[src/rtl/bcd_cascade_counter.sv]
// Multi-digit BCD up/down counter with ripple carry/borrow, per-digit mod-6/mod-10,
// clear/load, sticky wrap flag and optional lap-hold display snapshot (BCD_LAP_HOLD_EN).
module bcd_cascade_counter #(
    parameter int unsigned         DIGITS    = 4,
    parameter logic [DIGITS-1:0]   MOD6_MASK = {DIGITS{1'b0}}
) (
    input  logic                  clk,
    input  logic                  rst_n,
    input  logic                  time_en,
    input  logic                  up_dn,
    input  logic                  clr,
    input  logic                  load,
    input  logic [4*DIGITS-1:0]   load_val,
    input  logic                  lap,
    output logic [4*DIGITS-1:0]   cntr,
    output logic [4*DIGITS-1:0]   disp,
    output logic                  tc,
    output logic                  ovf,
    output logic                  hold
);

    localparam int unsigned W = 4 * DIGITS;

    logic [W-1:0] cnt_q, cnt_d;
    logic         ovf_q, ovf_d;
    logic         all_max, all_zero;
    logic         ripple;
    logic [3:0]   dig_v, dig_max;

    function automatic logic [3:0] digit_max(input int unsigned idx);
        return MOD6_MASK[idx] ? 4'd5 : 4'd9;
    endfunction

    // Terminal-count detection across all digits
    always_comb begin
        all_max  = 1'b1;
        all_zero = 1'b1;
        for (int unsigned i = 0; i < DIGITS; i++) begin
            if (cnt_q[4*i +: 4] != digit_max(i)) all_max = 1'b0;
            if (cnt_q[4*i +: 4] != 4'd0)         all_zero = 1'b0;
        end
    end

    // rst_n gate keeps tc low while the flops are held in reset
    assign tc = rst_n & time_en & ~clr & ~load & (up_dn ? all_max : all_zero);

    // Next count: clear > load (saturating) > ripple step
    always_comb begin
        cnt_d   = cnt_q;
        ovf_d   = ovf_q;
        ripple  = 1'b1;
        dig_v   = 4'd0;
        dig_max = 4'd0;
        if (clr) begin
            cnt_d = '0;
            ovf_d = 1'b0;
        end else if (load) begin
            for (int unsigned i = 0; i < DIGITS; i++) begin
                dig_v   = load_val[4*i +: 4];
                dig_max = digit_max(i);
                cnt_d[4*i +: 4] = (dig_v > dig_max) ? dig_max : dig_v;
            end
        end else if (time_en) begin
            for (int unsigned i = 0; i < DIGITS; i++) begin
                dig_v   = cnt_q[4*i +: 4];
                dig_max = digit_max(i);
                if (ripple) begin
                    if (up_dn) begin
                        cnt_d[4*i +: 4] = (dig_v == dig_max) ? 4'd0 : dig_v + 4'd1;
                        ripple          = (dig_v == dig_max);
                    end else begin
                        cnt_d[4*i +: 4] = (dig_v == 4'd0) ? dig_max : dig_v - 4'd1;
                        ripple          = (dig_v == 4'd0);
                    end
                end
            end
            if (tc) ovf_d = 1'b1;
        end
    end

    always_ff @(posedge clk or negedge rst_n) begin
        if (!rst_n) begin
            cnt_q <= '0;
            ovf_q <= 1'b0;
        end else begin
            cnt_q <= cnt_d;
            ovf_q <= ovf_d;
        end
    end

    assign cntr = cnt_q;
    assign ovf  = ovf_q;

`ifdef BCD_LAP_HOLD_EN
    logic         hold_q, hold_d;
    logic [W-1:0] snap_q, snap_d;

    // Each lap pulse toggles hold; entering hold captures the pre-edge count
    always_comb begin
        hold_d = hold_q;
        snap_d = snap_q;
        if (lap) begin
            hold_d = ~hold_q;
            if (!hold_q) snap_d = cnt_q;
        end
    end

    always_ff @(posedge clk or negedge rst_n) begin
        if (!rst_n) begin
            hold_q <= 1'b0;
            snap_q <= '0;
        end else begin
            hold_q <= hold_d;
            snap_q <= snap_d;
        end
    end

    assign hold = hold_q;
    assign disp = hold_q ? snap_q : cnt_q;
`else
    logic unused_lap;
    assign unused_lap = lap;
    assign hold       = 1'b0;
    assign disp       = cnt_q;
`endif

endmodule

[config.mk]
export PLATFORM = sky130hd
export DESIGN_NAME = bcd_cascade_counter
export DESIGN_NICKNAME = d
export VERILOG_FILES = /design/src/rtl/bcd_cascade_counter.sv
export SDC_FILE = /design/constraint.sdc
export NUM_CORES = 1
export LEC_CHECK = 0
export BUFFER_PORTS_ARGS = -buffer_cell sky130_fd_sc_hd__buf_4
export CAP_MARGIN = 15
export CORE_ASPECT_RATIO = 0.75
export CORE_MARGIN = 4
export CORE_UTILIZATION = 45
export DETAILED_ROUTE_END_ITERATION = 16
export GPL_TIMING_DRIVEN = 0
export HOLD_SLACK_MARGIN = 0.02
export PLACE_DENSITY = 0.72
export SYNTH_ARGS = -nofsm -noshare
export SYNTH_HDL_FRONTEND = slang
export SYNTH_SLANG_ARGS = --single-unit
[constraint.sdc]
create_clock -name clk -period 1.9 [get_ports clk]
set_input_delay 0.095 -clock clk [delete_from_list [all_inputs] [get_ports clk]]
set_output_delay 0.095 -clock clk [all_outputs]
set_load 0.1 [all_outputs]
==> metrics.md <==
| Metric | Value |
|---|---|
| Count of different cell masters after synthesis | 59 |
| Syn_area_per_cell | a little over 8 um2 |
| Routed via count | 1,946 |
| Clock skew | approximately 5.8 ps |
| Seq cells post-synth | 17 |
| Peak supply drop | 0.000448 V |
| Worst hold path class | in -> reg |
| Sink Count | 17 |
| WS Path Type | reg -> out |
| Cells after DPL | around 330 |
| Fill count | about 310 |
| Synth async-reset ratio | 1.00 |
| Mapped Cells | 221 |
| Die H | roughly 63 um |
| Met1 Use GR | 0.303 |
| Die ar. | between 5000 and 6000 um2 |
| Clk Tree Root Cell | clkbuf_8 |
| F_max | 0.419 GHz |
| CTS Buffer Depth | 2 |
| Worst r2r src | cntr[4] |
| Commonest non-fill, non-tap cell in the layout | buf_4 |
| Synthesized area | approximately 1800 um2 |
| Largest family of logic cells by synthesized area | compound AO/OA/AOI/OAI gates |
| GPL Wtd Cong | 0.871 |
| Clk slew on worst S/H paths | 80 ps |
| Synth Warn # | 0 |
| Port Buffers | 54 |
| Vias in the first global route | 1,817 |
| Final period util | 1.26 |
| CTS tree | built |
| Fin area | 2650 um2 |
| Hold path start | load_val[3] |
| Post-DP HPWL | 3640 um |
| Sequential-to-total area share from yosys stat | 0.238 |
| EDFF count, synth | 0 |
| Pwr Density | 681 nW/um2 |
| Initial DRC count | 155 |
| CTS H-tree depth | 1 |
| All-Layer GR Usage | 0.214 |
| Compound-Gate Fraction of Synth Area | 0.271 |
| MaxCap Viol Count | 0 |
| Diode count | 0 |
| Worst-skew pair later-pin latency | 260 ps |
| Initial DRT Pass Iterations | 4 |
| Routed Antenna Nets | 0 |
| Final Hold Viols | 0 |
| Mux cell area share after synthesis | 0.0427 |
| Xor/xnor share of the synthesized area | 0.0392 |
| Worst Path Arrival | roughly 2300 ps |
| Crit path required time | 1800 ps |
| M2 GR Usage | 0.337 |
| Outcome | finished, violations left |
| I/O pins | a little under 60 |
| Hold slack | between 90 and 100 ps |
| Hold Crit Depth | 3 |
| Worst Setup Start Kind | flip-flop |
| Place WS | -333 ps |
| Hold path endpoint | cntr[3] |
| DR WL/cell | between 15 and 20 um |
| Share of the synthesized area in the top cell type | 0.238 |
| Top_reg_cell synth | dfrtp_1 |
| RSZ-0062 raised after global routing | yes |
| Residual DRC count | 0 |
| Slew Limit Fails | 0 |
| P&R area growth vs syn | 48.0% |
| Nets | 327 |
| Synth Area in Adders | 0.0420 |
| Worst R2R Setup Slack | -200 ps |
| Cell taking the most area after synthesis | dfrtp_1 |
| Final setup vio count | 2 |
| Top post-synthesis cells by area | dfrtp_1 24%, buf_4 7.6%, a21oi_1 4.8% |
| Largest net degree at the start of global routing | 19 |
| Post-route minimum period | 2390 ps |
| Initial antenna violation count | 0 |
| Final WL | 5410 um |
| Worst R2R End | ovf |
| Max_slew headroom | 0.567 |
| Worst r2r path cells | 7 |
| Leak | 1.15 nW |
| CTS buffer count | 3 |
| Global-route wire length before repair | around 8600 um |
| Placement-stage cell area | 2390 um2 |
| Fraction of layout cells with a size suffix above 1 | 0.512 |
| Simple-Gate Fraction of Synth Area | 0.234 |
| Gr ovfl total | 0 |
| Actual slew at the worst max-slew pin | 649 ps |
| Vias per inst | around 5.6 |
| Post-route setup slack | -489 ps |
| Starting Density | 0.479 |
| Layout Cells excl Fill | 349 |
| Failing checks | setup timing |
| Placement Rows | 19 |
| Final Util | 0.709 |
| Commonest non-fill, non-tap cells in the layout | 89 x buf_4, 16 x a21oi_1, 15 x nand2_1, 15 x o21ai_0 |
| GRT Max-Usage Layer | met2 |
| Crit Path Max Fanout | 3 |
| Worst setup EP type | primary output |
| Routing usage on met3 | 0.0403 |
| Syn nets | 250 |
| Core box area | 3730 um2 |
| Die X | 80.8 um |
==> critical path: stages, from the launching register on <==
cell      delay [ps]
dfrtp_4          490
clkbuf_8         140
or4_4            500
nor3b_2          170
nand3_1          140
a211oi_4         360
buf_12           220
==> through the flow <==
step / setup TNS (ps) / total power, mW
detailed placement: -2020 / 1.43
CTS: -595 / 1.77
global route: -1100 / 1.89
finish: -692 / 1.80
floorplan: -3420 / 1.22
global placement: -1960 / 1.43
==> registers in the layout, summed over array words and instances, names as in the netlist <==
signal,cells
cntr,16
ovf,1
==> power breakdown <==
group | internal (mW) | switching [mW] | total, mW
logic | 0.347 | 0.700 | 1.05
registers | 0.404 | 0.0569 | 0.461
clock network | 0.150 | 0.146 | 0.296
total | 0.900 | 0.904 | 1.80
==> cell type report <==
type,count,area [um2],area share
inverter,10,42.5,0.0161
multi-input combinational,162,1250,0.471
sequential,17,470,0.178
buffer,29,193,0.0728
tap,52,65.1,0.0246
clock buffer,4,45.0,0.0170
timing repair buffer,75,586,0.221
==> cell families after synthesis <==
logic type	count (synthesis)
AOI/OAI and AO/OA	66
xor gates and xnor gates	8
adders and majority gates	6
buffers and inverters	42
DFF	17
muxes	6
other	1
and+or+nand+nor	75
==> worst max-delay path by stage <==
stage	startpoint	to	slack [ps]	cells after the start
after detailed placement	cntr[9]	tc	-330	7
after global routing	cntr[12]	tc	-540	7
after CTS	cntr[9]	tc	-450	7
after global placement	cntr[9]	tc	-330	7
final	cntr[4]	tc	-490	6
after floorplan	cntr[5]	ovf	-860	6
==> routing by layer <==
layer,vias up,wire length (um)
met5,-,0
met2,85,2390
li1,938,-
met4,0,74
met3,9,488
met1,914,2460
==> cells in the mapped netlist (5+ instances only) <==
| cell type | instances |
|---|---|
| ha_1 | 6 |
| inv_1 | 10 |
| nand2_1 | 16 |
| nor2_1 | 12 |
| nor3_1 | 7 |
| o21ai_0 | 15 |
| nand3_1 | 7 |
| clkbuf_1 | 9 |
| dfrtp_1 | 17 |
| xnor2_1 | 5 |
| a21oi_1 | 17 |
| buf_4 | 18 |
==> timing repair <==
action / 4_1_cts / 5_1_grt
hold buffers: 1 / 0
resized for setup: 10 / 10
setup endpoints to repair: 11 / 10
hold endpoints to repair: 17 / 0
pin swaps: 3 / 4
setup buffers: 13 / 7
(Power assumes the default switching activity.)
